## config.mk

```make
export PLATFORM = sky130hd
export DESIGN_NAME = readout_arbiter_flat
export DESIGN_NICKNAME = d
export VERILOG_FILES = /design/src/rtl/readout_arbiter_if.sv /design/src/rtl/readout_arbiter.sv /design/src/flat_wrapper.sv
export SDC_FILE = /design/constraint.sdc
export NUM_CORES = 1
export LEC_CHECK = 0
export CORE_MARGIN = 8
export CORE_UTILIZATION = 41
export CTS_CLUSTER_DIAMETER = 30
export DETAILED_ROUTE_END_ITERATION = 8
export PLACE_DENSITY = 0.65
export REMOVE_ABC_BUFFERS = 1
export SYNTH_ARGS = -nofsm -noshare
export SYNTH_HDL_FRONTEND = slang
export SYNTH_SLANG_ARGS = --single-unit
export TNS_END_PERCENT = 50
```

## constraint.sdc

```tcl
create_clock -name TX_CLK -period 2.1 [get_ports TX_CLK]
set_input_delay 0.42 -clock TX_CLK [delete_from_list [all_inputs] [get_ports TX_CLK]]
set_output_delay 0.42 -clock TX_CLK [all_outputs]
set_load 0.01 [all_outputs]
```

## src/rtl/readout_arbiter_if.sv

```systemverilog
// Signal bundle between the readout sequencers/host registers (master) and readout_arbiter (slave).
// CNT_W must match the arbiter's CNT_W.
interface readout_arbiter_if #(
    parameter int unsigned CNT_W = 16
) ();
    logic             enable;
    logic             req1;
    logic             req2;
    logic             clr_status;
    logic             adc1_busy;
    logic             adc2_busy;
    logic             adc1_start_trigger;
    logic             adc2_start_trigger;
    logic [1:0]       grant;
    logic             pend1;
    logic             pend2;
    logic             done1;
    logic             done2;
    logic             overrun1;
    logic             overrun2;
    logic             timeout_err;
    logic [CNT_W-1:0] cnt1;
    logic [CNT_W-1:0] cnt2;

    modport master (
        output enable, req1, req2, clr_status, adc1_busy, adc2_busy,
        input  adc1_start_trigger, adc2_start_trigger, grant, pend1, pend2,
               done1, done2, overrun1, overrun2, timeout_err, cnt1, cnt2
    );

    modport slave (
        input  enable, req1, req2, clr_status, adc1_busy, adc2_busy,
        output adc1_start_trigger, adc2_start_trigger, grant, pend1, pend2,
               done1, done2, overrun1, overrun2, timeout_err, cnt1, cnt2
    );
endinterface

```

## src/rtl/readout_arbiter.sv

```systemverilog
// Two-channel arbiter for the shared row-readout engine: latches requests, issues start triggers,
// tracks busy to completion. Define READOUT_ARB_ROUND_ROBIN_EN for round-robin tie breaking.
module readout_arbiter #(
    parameter int unsigned ACK_TIMEOUT = 64,
    parameter int unsigned CNT_W       = 16
) (
    input logic              TX_CLK,
    input logic              rst_n,
    readout_arbiter_if.slave bus
);
    localparam int unsigned TW = $clog2(ACK_TIMEOUT + 1);

    typedef enum logic [2:0] {StIdle, StIssue, StWaitBusy, StRun, StDone} state_e;

    state_e           state_q, state_d;
    logic [1:0]       grant_q, grant_d;
    logic             last2_q, last2_d;  // 1 = ch2 was granted last
    logic [TW-1:0]    timer_q, timer_d;
    logic             trig1_q, trig1_d, trig2_q, trig2_d;
    logic             done1_q, done1_d, done2_q, done2_d;
    logic             pend1_q, pend1_d, pend2_q, pend2_d;
    logic             ovr1_q, ovr1_d, ovr2_q, ovr2_d;
    logic             tmo_q, tmo_d;
    logic [CNT_W-1:0] cnt1_q, cnt1_d, cnt2_q, cnt2_d;
    logic             leave1, leave2, pick2, gbusy;

    assign gbusy = (grant_q[0] & bus.adc1_busy) | (grant_q[1] & bus.adc2_busy);

    always_comb begin
        state_d = state_q;
        grant_d = grant_q;
        last2_d = last2_q;
        timer_d = timer_q;
        trig1_d = 1'b0;
        trig2_d = 1'b0;
        done1_d = 1'b0;
        done2_d = 1'b0;
        cnt1_d  = cnt1_q;
        cnt2_d  = cnt2_q;
        tmo_d   = tmo_q & ~bus.clr_status;
        leave1  = 1'b0;
        leave2  = 1'b0;
        pick2   = 1'b0;

        unique case (state_q)
            StIdle: begin
                if (bus.enable && (pend1_q || pend2_q) && !bus.adc1_busy && !bus.adc2_busy) begin
`ifdef READOUT_ARB_ROUND_ROBIN_EN
                    pick2 = pend2_q && (!pend1_q || !last2_q);
`else
                    pick2 = !pend1_q;
`endif
                    state_d = StIssue;
                    grant_d = pick2 ? 2'b10 : 2'b01;
                    trig1_d = !pick2;
                    trig2_d = pick2;
                end
            end
            StIssue: begin
                state_d = StWaitBusy;
                timer_d = TW'(1);
                leave1  = grant_q[0];
                leave2  = grant_q[1];
            end
            StWaitBusy: begin
                if (gbusy) begin
                    state_d = StRun;
                end else if (timer_q == TW'(ACK_TIMEOUT)) begin
                    state_d = StIdle;
                    grant_d = 2'b00;
                    tmo_d   = 1'b1;
                end else begin
                    timer_d = timer_q + 1'b1;
                end
            end
            StRun: begin
                if (!gbusy) begin
                    state_d = StDone;
                    done1_d = grant_q[0];
                    done2_d = grant_q[1];
                    if (grant_q[0] && (cnt1_q != '1)) cnt1_d = cnt1_q + 1'b1;
                    if (grant_q[1] && (cnt2_q != '1)) cnt2_d = cnt2_q + 1'b1;
                end
            end
            StDone: begin
                state_d = StIdle;
                grant_d = 2'b00;
                last2_d = grant_q[1];
            end
            default: state_d = StIdle;
        endcase

        // A request landing on the edge that consumes the latch re-arms it without overrun.
        pend1_d = (pend1_q & ~leave1) | bus.req1;
        pend2_d = (pend2_q & ~leave2) | bus.req2;
        ovr1_d  = (ovr1_q & ~bus.clr_status) | (bus.req1 & pend1_q & ~leave1);
        ovr2_d  = (ovr2_q & ~bus.clr_status) | (bus.req2 & pend2_q & ~leave2);
    end

    always_ff @(posedge TX_CLK or negedge rst_n) begin
        if (!rst_n) begin
            state_q <= StIdle;
            grant_q <= 2'b00;
            last2_q <= 1'b1;
            timer_q <= '0;
            trig1_q <= 1'b0;
            trig2_q <= 1'b0;
            done1_q <= 1'b0;
            done2_q <= 1'b0;
            pend1_q <= 1'b0;
            pend2_q <= 1'b0;
            ovr1_q  <= 1'b0;
            ovr2_q  <= 1'b0;
            tmo_q   <= 1'b0;
            cnt1_q  <= '0;
            cnt2_q  <= '0;
        end else begin
            state_q <= state_d;
            grant_q <= grant_d;
            last2_q <= last2_d;
            timer_q <= timer_d;
            trig1_q <= trig1_d;
            trig2_q <= trig2_d;
            done1_q <= done1_d;
            done2_q <= done2_d;
            pend1_q <= pend1_d;
            pend2_q <= pend2_d;
            ovr1_q  <= ovr1_d;
            ovr2_q  <= ovr2_d;
            tmo_q   <= tmo_d;
            cnt1_q  <= cnt1_d;
            cnt2_q  <= cnt2_d;
        end
    end

    assign bus.adc1_start_trigger = trig1_q;
    assign bus.adc2_start_trigger = trig2_q;
    assign bus.grant              = grant_q;
    assign bus.pend1              = pend1_q;
    assign bus.pend2              = pend2_q;
    assign bus.done1              = done1_q;
    assign bus.done2              = done2_q;
    assign bus.overrun1           = ovr1_q;
    assign bus.overrun2           = ovr2_q;
    assign bus.timeout_err        = tmo_q;
    assign bus.cnt1               = cnt1_q;
    assign bus.cnt2               = cnt2_q;
endmodule

```

## src/flat_wrapper.sv

```systemverilog
// flat-port wrapper written by rule: the top's interface ports become plain ports
module readout_arbiter_flat 
#(
    parameter int unsigned ACK_TIMEOUT = 64,
    parameter int unsigned CNT_W       = 16
)
  (TX_CLK, rst_n, bus_enable, bus_req1, bus_req2, bus_clr_status, bus_adc1_busy, bus_adc2_busy, bus_adc1_start_trigger, bus_adc2_start_trigger, bus_grant, bus_pend1, bus_pend2, bus_done1, bus_done2, bus_overrun1, bus_overrun2, bus_timeout_err, bus_cnt1, bus_cnt2);
  readout_arbiter_if #(.CNT_W(CNT_W)) bus_i ();
  input logic TX_CLK;
  input logic rst_n;
  input wire logic [$bits(bus_i.enable)-1:0] bus_enable;
  input wire logic [$bits(bus_i.req1)-1:0] bus_req1;
  input wire logic [$bits(bus_i.req2)-1:0] bus_req2;
  input wire logic [$bits(bus_i.clr_status)-1:0] bus_clr_status;
  input wire logic [$bits(bus_i.adc1_busy)-1:0] bus_adc1_busy;
  input wire logic [$bits(bus_i.adc2_busy)-1:0] bus_adc2_busy;
  output wire logic [$bits(bus_i.adc1_start_trigger)-1:0] bus_adc1_start_trigger;
  output wire logic [$bits(bus_i.adc2_start_trigger)-1:0] bus_adc2_start_trigger;
  output wire logic [$bits(bus_i.grant)-1:0] bus_grant;
  output wire logic [$bits(bus_i.pend1)-1:0] bus_pend1;
  output wire logic [$bits(bus_i.pend2)-1:0] bus_pend2;
  output wire logic [$bits(bus_i.done1)-1:0] bus_done1;
  output wire logic [$bits(bus_i.done2)-1:0] bus_done2;
  output wire logic [$bits(bus_i.overrun1)-1:0] bus_overrun1;
  output wire logic [$bits(bus_i.overrun2)-1:0] bus_overrun2;
  output wire logic [$bits(bus_i.timeout_err)-1:0] bus_timeout_err;
  output wire logic [$bits(bus_i.cnt1)-1:0] bus_cnt1;
  output wire logic [$bits(bus_i.cnt2)-1:0] bus_cnt2;
  assign bus_i.enable = bus_enable;
  assign bus_i.req1 = bus_req1;
  assign bus_i.req2 = bus_req2;
  assign bus_i.clr_status = bus_clr_status;
  assign bus_i.adc1_busy = bus_adc1_busy;
  assign bus_i.adc2_busy = bus_adc2_busy;
  assign bus_adc1_start_trigger = bus_i.adc1_start_trigger;
  assign bus_adc2_start_trigger = bus_i.adc2_start_trigger;
  assign bus_grant = bus_i.grant;
  assign bus_pend1 = bus_i.pend1;
  assign bus_pend2 = bus_i.pend2;
  assign bus_done1 = bus_i.done1;
  assign bus_done2 = bus_i.done2;
  assign bus_overrun1 = bus_i.overrun1;
  assign bus_overrun2 = bus_i.overrun2;
  assign bus_timeout_err = bus_i.timeout_err;
  assign bus_cnt1 = bus_i.cnt1;
  assign bus_cnt2 = bus_i.cnt2;
  readout_arbiter #(.ACK_TIMEOUT(ACK_TIMEOUT), .CNT_W(CNT_W)) u_core (.TX_CLK(TX_CLK), .rst_n(rst_n), .bus(bus_i));
endmodule
```

==> metrics.csv, run 1 <==
metric,value,unit
routed len/inst,15.2,microns
fin area,3480,sq um
CP Capture Type,flip-flop,
Root Buffer,clkbuf_8,
count of cell types in the netlist,53,
final worst slack,0.188,ns
Crit Path Class,flip-flop to flip-flop,
vias,2099,
drt pass-1 iters,4,
Synth Area per Inst,11.0,sq um
Die ar.,9360,sq um
dpl ws,-0.0650,ns
I/O Buffers,50,
Max Clock Freq,523,MHz
Least-Margin Pin Slew,0.573,ns
worst skew pair latency,0.31,ns
Worst path max stage delay,0.54,ns
Slew Limit Fails,0,
Num CTS Buffers,5,
Yosys reg bits,53,
Cell Pwr Density,906,nW/um^2
post-route ant nets,0,
"Reg clk slew, reported paths",0.10,ns
Pleak,1.51,nW
Hold Crit Class,input pin to async pin,
core area,6310,sq um
synth warn,0,
first-pass GRT wire length,10100,microns
CP max stage cell,or4_1,
Top Ports,51,
antenna violations before repair,0,
Slew headroom,0.618,
CTS tree,built,
Worst setup SP type,flip-flop,
number of failing hold endpoints at the final stage,0,
Clock Sinks,53,
post-synthesis sequential area ratio,0.496,
worst hold slack,0.100,ns
Post-synth EDFFs,0,
effective utilization at floorplan,0.423,
RD Place Congestion,0.778,
final worst-path cycle share,0.911,
pin count of the biggest net entering global routing,30,
share of cells above drive strength 1,0.132,
Yosys top cell by area,dfrtp_1,
vias in the first global route,2053,
total power,3.15,mW
CP Cell Sequence,ha_1 > nand4_2 > or4_1 > nor4b_2 > xor2_1,
Layout area overhead,30.1,%
"wirelength, routed",5900,microns
Clock Tree Buf Depth,2,
Tmin final,1.91,ns
Syn Inst Count,242,
most frequent cells in the layout,"dfrtp_1, clkdlybuf4s50_1, nand2_1",
R2R setup slack,0.19,ns
Layout Nets,322,
hold buffer count at CTS,0,
Max-Cap Viols,0,
Synth top area share,0.496,
num rows,29,
Max VDD drop,496,uV
maximum fanout along the worst path,6,
DRT iter0 DRCs,73,
ranking of synthesized cells by area,"dfrtp_1, xor2_1, xnor2_1",
Die W,96.7,microns
"commonest non-fill, non-tap cell in the layout",dfrtp_1,
Critical Path RT,2.33,ns
final setup fails,0,
post-CTS setup buffer count,0,
All-Layer GR Usage,0.127,
data arrival time of the worst path,2.14,ns
Antenna Cells,0,
ys async rst share,1.00,
setup TNS,0,ns
DP Area,3370,sq um
Detailed Place HPWL,4510,microns
H-tree depth,2,
RSZ-0062 raised after global routing,no,
drt drc,0,
remaining global-route overflow,0,
Worst Skew,0.00977,ns
die height,96.7,microns
most used flip-flop cell after synthesis,dfrtp_1,
synthesized area,2670,sq um
post-CTS sizing,0,
status,completed,
via/cell ratio,5.41,
[through the flow]
step / util / std cells
floorplan: - / 235
finish: 0.551 / 388
CTS: 0.551 / 388
global route: 0.551 / 388
global placement: 0.534 / 380
detailed placement: 0.534 / 380
[Yosys cell counts (2+ instances only)]
master,number
nand2_1,20
ha_1,4
nand3_1,8
a21o_1,2
o22ai_1,4
nor4_2,2
nor4b_1,2
nor3b_1,2
a211oi_1,2
nor4_1,9
nand4_1,14
buf_6,2
nor2b_1,4
nand4b_1,2
or3_1,2
nor3_1,6
a22o_1,4
xnor2_1,11
xor2_1,18
a21oi_1,3
mux2_1,2
mux2_2,2
inv_1,10
a211o_1,2
dfrtp_1,53
and3_1,6
nor2_1,9
a32o_1,2
o31a_1,2
and2_1,7
buf_2,4
[worst paths after layout]
path	depth (start not counted)	endpoint	startpoint
setup / recovery	5	u_core.bus.cnt2[14]	u_core.bus.cnt2[0]
hold / removal	1	u_core.bus.cnt2[15]	rst_n
setup reg to reg	5	u_core.bus.cnt2[14]	u_core.bus.cnt2[0]
hold reg to reg	1	u_core.timer_q[6]	u_core.timer_q[6]
max in group asynchronous	2	u_core.timer_q[2]	rst_n
min in group TX_CLK	1	u_core.timer_q[6]	u_core.timer_q[6]
[power breakdown]
group | switching (mW) | internal [mW] | leakage (nW)
registers | 0.203 | 1.19 | 0.675
clock network | 0.331 | 0.299 | 0.0542
logic | 0.530 | 0.594 | 0.781
[area by class of cell]
| type | count | area (sq um) |
|---|---|---|
| Inverter | 10 | 37.5 |
| Fill cell | 585 | 2840 |
| Clock inverter | 1 | 5.00 |
| Sequential cell | 53 | 1330 |
| Multi-Input combinational cell | 172 | 1260 |
| Timing Repair Buffer | 68 | 656 |
| Tap cell | 77 | 96.3 |
| Clock buffer | 7 | 96.3 |
[cells by family (layout without fill, tap and decap cells)]
logic type	Yosys count	after routing	share of synthesized area
and+or+nand+nor	103	103	0.234
DFF	53	53	0.496
AOI/OAI and AO/OA	31	31	0.103
xor gates and xnor gates	29	29	0.0950
buffers and inverters	17	86	0.0328
muxes	5	5	0.0206
adders and majority gates	4	4	0.0187
[worst max-delay path: cells and delay by family (launching register included)]
family	cells	cell delay (ns)
XOR/XNOR	1	0.18
adder cells (fa/ha/maj)	1	0.21
AND/OR/NAND/NOR	3	1.04
flip-flops	1	0.41
[metal layers]
metal / track usage / wire [microns] / vias up
met5: 0 / 0 / -
met4: 0.0462 / 78 / 0
met3: 0.0462 / 381 / 7
met2: 0.201 / 2780 / 41
met1: 0.154 / 2660 / 1025
li1: - / - / 1026
[registers in the layout (all words and copies together), names as in the netlist, 2 cells and up]
| register | cells |
|---|---|
| u_core.bus.cnt1 | 16 |
| u_core.bus.cnt2 | 16 |
| u_core.state_q | 3 |
| u_core.timer_q | 7 |
| u_core.bus.grant | 2 |
Note: power is estimated with default switching activity, not from simulation.
==> run 2: changes to the inputs <==
--- a/config.mk
+++ b/config.mk
@@ -11,4 +11,4 @@
 export DETAILED_ROUTE_END_ITERATION = 8
+export MAX_ROUTING_LAYER = met4
 export PLACE_DENSITY = 0.65
-export REMOVE_ABC_BUFFERS = 1
 export SYNTH_ARGS = -nofsm -noshare
==> constraint.sdc (replaced) <==
create_clock -name TX_CLK -period 2.1 [get_ports TX_CLK]
set_input_delay 0.525 -clock TX_CLK [delete_from_list [all_inputs] [get_ports TX_CLK]]
set_output_delay 0.525 -clock TX_CLK [all_outputs]
set_load 0.01 [all_outputs]
==> run 2 against run 1 <==
Compared with the run above:
- sequential share of layout area increased by 0.25 points
- critical path type is now input pin to flip-flop
- clock-buffer cell count decreased by 2
- register-to-register slack about the same
- power decreased by 1.8%
- die area unchanged
- core utilization decreased by 0.36 points
- highest routed layer unchanged
- sequential power about the same
==> metrics.csv, run 2 (synthesis gave the netlist of run 1 again) <==
metric,value,unit
DRT iter0 DRCs,70,
H-tree depth,2,
total power,3.09,mW
fin util,0.547,
Max Clock Freq,505,MHz
Slew headroom,0.653,
worst hold slack,0.184,ns
core area,6310,sq um
Layout area overhead,29.2,%
switch share,0.348,
RSZ-0062 raised after global routing,no,
Die ar.,9360,sq um
RD Place Congestion,0.820,
r2r endpoint,u_core.bus.cnt2[14],
Critical Path RT,2.29,ns
Psw,1.08,mW
internal power,2.01,mW
Tmin final,1.98,ns
Max VDD drop,576,uV
fin area,3450,sq um
All-Layer GR Usage,0.132,
num rows,29,
share of cells above drive strength 1,0.135,
Top Ports,51,
"wirelength, routed",5930,microns
drt drc,0,
GR peak layer,met2,
"commonest non-fill, non-tap cell in the layout",dfrtp_1,
Max-Cap Viols,0,
Crit Path Class,input pin to flip-flop,
drt pass-1 iters,4,
Clock Tree Buf Depth,2,
via/cell ratio,5.42,
setup TNS,0,ns
worst skew pair latency,0.30,ns
Layout Nets,322,
Pleak,1.50,nW
Slew Limit Fails,0,
post-CTS sizing,0,
"Reg clk slew, reported paths",0.09,ns
antenna violations before repair,0,
Die W,96.7,microns
syn nets,254,
die height,96.7,microns
maximum fanout along the worst path,5,
I/O Buffers,50,
effective utilization at floorplan,0.423,
Detailed Place HPWL,4490,microns
sequential power share,0.454,
Root Buffer,clkbuf_8,
status,completed,
Least-Margin Pin Slew,0.521,ns
met3 Usage GRT,0.0398,
clock share of power,0.182,
Filler cells,588,
Logic pwr share,0.364,
most frequent cells in the layout,"dfrtp_1, clkdlybuf4s50_1, nand2_1",
Hold Crit Class,input pin to async pin,
data arrival time of the worst path,2.17,ns
number of failing hold endpoints at the final stage,0,
met2 usage,0.199,
CP Capture Type,flip-flop,
routed len/inst,15.3,microns
Clock Sinks,53,
first-pass GRT wire length,10300,microns
GR Layer Usage met1,0.164,
remaining global-route overflow,0,
DP Area,3360,sq um
post-route ant nets,0,
Worst Skew,0.00635,ns
worst-case reg-to-reg path depth,5,
final setup fails,0,
worst r2r src,u_core.bus.cnt2[0],
final worst-path cycle share,0.942,
vias,2104,
Worst setup SP type,input pin,
vias in the first global route,2082,
Cell Pwr Density,895,nW/um^2
hold buffer count at CTS,0,
Antenna Cells,0,
pin count of the biggest net entering global routing,24,
R2R setup slack,0.18,ns
Num CTS Buffers,5,
post-CTS setup buffer count,0,
CTS tree,built,
==> run 2: cell types whose count changed in the layout (fill, tap and decap cells not counted) <==
cell / change
buf_4: +1
nor3_2: +1
buf_12: -1
clkinvlp_4: +1
clkbuf_8: -2
nor3_1: -1
clkinv_2: +1
==> run 2: worst max-delay path, stage by stage <==
cell and delay [ns]:
clkdlybuf4s50_1 0.49, a22o_1 0.33, nor4_1 0.37, buf_4 0.18
nand4_1 0.11, xnor2_1 0.15
==> run 2: cell type report <==
cell class / count / area, sq um / share of cell area
Clock inverter: 3 / 17.5 / 0.00507
Timing Repair Buffer: 68 / 643 / 0.186
Multi-Input combinational cell: 172 / 1260 / 0.366
Tap cell: 77 / 96.3 / 0.0279
Inverter: 10 / 37.5 / 0.0109
Sequential cell: 53 / 1330 / 0.384
Clock buffer: 5 / 68.8 / 0.0199
==> run 2: worst max-delay path by stage <==
stage	to	slack, ns	from
3_3_place_gp	u_core.bus.cnt1[10]	-0.17	bus_adc1_busy
2_1_floorplan	u_core.bus.cnt1[2]	0.25	u_core.bus.cnt1[0]
6_report	u_core.bus.cnt1[14]	0.12	bus_adc1_busy
5_1_grt	bus_grant[0]	0.03	u_core.bus.grant[0]
3_5_place_dp	u_core.bus.cnt1[14]	-0.21	bus_adc1_busy
4_1_cts	u_core.bus.cnt1[14]	0.11	bus_adc1_busy
==> run 2: metrics by stage <==
step | setup WS [ns] | cells
CTS | 0.111 | 388
global placement | -0.171 | 380
finish | 0.121 | 388
floorplan | 0.247 | 242
detailed placement | -0.208 | 380
global route | 0.0347 | 388
==> run 2: metal layers <==
layer / up-vias / part of all wire
met2: 54 / 0.47
met3: 6 / 0.053
li1: 1027 / -
met4: 0 / 0.015
met5: - / 0
met1: 1017 / 0.46
==> run 2: power by group through the flow <==
stage	Clock (mW)	Combinational (mW)	Sequential (mW)
3_5_place_dp	0	1.13	1.42
6_report	0.562	1.13	1.40
3_3_place_gp	0	1.11	1.42
4_1_cts	0.579	1.14	1.41
2_1_floorplan	0	0.627	1.44
5_1_grt	0.625	1.24	1.44
==> run 3: changes to the inputs <==
Clock period 2.1 ns to 2.4 ns, I/O delays scaled along.
==> run 3 against run 2 <==
Compared with the run above:
- sequential share of layout area up 0.39 points
- largest power group unchanged
- routed wire length down 3.0%
- cell count down 2.1%
- critical path depth unchanged
- clock-buffer cell count up 2
- clock skew about the same
- non-clock buffer count down 8
- critical path type unchanged
- first-iteration DRC count down 23%
==> metrics.csv, run 3 (synthesis gave the netlist of run 1 again) <==
metric,value,unit
Max Clock Freq,481,MHz
most frequent cells in the layout,"dfrtp_1, clkdlybuf4s50_1, nand2_1",
dpl cells,372,
Clock Tree Buf Depth,2,
RD Place Congestion,0.806,
fin area,3420,sq um
post-route ant nets,0,
Die W,96.7,microns
worst hold slack,0.157,ns
remaining global-route overflow,0,
Bufs and invs on worst path,2,
vias,2034,
data arrival time of the worst path,2.26,ns
hold buffer count at CTS,0,
"wirelength, routed",5750,microns
post-CTS setup buffer count,0,
post-CTS sizing,0,
total power,2.79,mW
DRT iter0 DRCs,54,
Least-Margin Pin Slew,0.512,ns
CP Cell Sequence,clkdlybuf4s50_1 > a22o_1 > nor4_1 > buf_4 > nand4_1 > xnor2_1,
Layout Nets,314,
drt pass-1 iters,4,
routed len/inst,15.1,microns
final worst slack,0.322,ns
Root Buffer,clkbuf_8,
Worst path max stage delay,0.49,ns
dpl ws,-0.0296,ns
"Reg clk slew, reported paths",0.09,ns
Cell Pwr Density,815,nW/um^2
Max VDD drop,476,uV
worst skew pair latency,0.30,ns
effective utilization at floorplan,0.423,
Slew Limit Fails,0,
Layout area overhead,27.9,%
worst r2r src,u_core.bus.cnt2[0],
"commonest non-fill, non-tap cell in the layout",dfrtp_1,
Tmin final,2.08,ns
Detailed Place HPWL,4240,microns
maximum fanout along the worst path,6,
RSZ-0062 raised after global routing,no,
CTS tree,built,
fin util,0.541,
final worst-path cycle share,0.866,
pin count of the biggest net entering global routing,44,
antenna violations before repair,0,
CP max stage cell,clkdlybuf4s50_1,
Antenna Cells,0,
syn nets,254,
R2R setup slack,0.42,ns
Critical Path RT,2.58,ns
status,completed,
first-pass GRT wire length,10300,microns
Worst setup SP type,input pin,
critical path's top delay family,buffers and inverters,
vias in the first global route,2092,
Crit Path Class,input pin to flip-flop,
via/cell ratio,5.35,
drt drc,0,
worst-case reg-to-reg path depth,6,
H-tree depth,2,
Die ar.,9360,sq um
Top Ports,51,
All-Layer GR Usage,0.131,
setup TNS,0,ns
core area,6310,sq um
Clock Sinks,53,
Worst Skew,0.00585,ns
num rows,29,
r2r endpoint,u_core.bus.cnt2[1],
Hold Crit Class,input pin to async pin,
Num CTS Buffers,5,
"Cell Count, Final, Fillers Out",380,
DP Area,3300,sq um
Slew headroom,0.650,
I/O Buffers,50,
Pleak,1.47,nW
share of cells above drive strength 1,0.106,
CP Capture Type,flip-flop,
final setup fails,0,
Max-Cap Viols,0,
die height,96.7,microns
number of failing hold endpoints at the final stage,0,
## run 3: cell types whose count changed in the layout (fill, tap and decap cells not counted), sizes merged
cell      previous run  this run
clkinv               2         0
clkinvlp             1         0
bufinv               0         1
buf                 19        11
clkbuf               5         7
## run 3: worst max-delay path by stage
stage                            start                   to  slack, ns  cells after the start
finish                   bus_adc1_busy  u_core.bus.cnt1[14]       0.32                      6
global route        u_core.bus.cnt2[0]   u_core.bus.cnt2[1]       0.26                      6
CTS                      bus_adc1_busy  u_core.bus.cnt1[14]       0.29                      6
detailed placement       bus_adc1_busy  u_core.bus.cnt1[14]      -0.03                      6
global placement         bus_adc1_busy  u_core.bus.cnt1[14]      0.002                      6
floorplan           u_core.bus.cnt1[0]   u_core.bus.cnt1[2]       0.55                      6
## run 3: final cells by class
type | instances | area, sq um
tap | 77 | 96.3
inverter | 10 | 37.5
clock inverter | 1 | 30.0
clock buffer | 7 | 86.3
multi-input combinational | 172 | 1260
sequential | 53 | 1330
fill | 592 | 2900
timing repair buffer | 60 | 583
## run 3: report_power, final
part	internal [mW]	total [mW]	switching (mW)
Sequential	1.04	1.26	0.219
Clock	0.340	0.621	0.280
Combinational	0.477	0.902	0.425
## run 3: per-layer routing
metal  share of wire  track usage  wire, microns  vias to the layer above
met5               0            -              0                        -
met4           0.015       0.0462             84                        0
met3           0.055       0.0370            314                        5
met2            0.45        0.197           2610                       44
met1            0.48        0.165           2750                      974
li1                -            -              -                     1011
## run 3: worst register-to-register path: cells and delay by family, from the launching register on
family        cells  cell delay (ns)
fa+ha+maj         1             0.22
simple gates      3             0.73
mux               1             0.27
flops             1             0.42
buf+inv           1             0.25
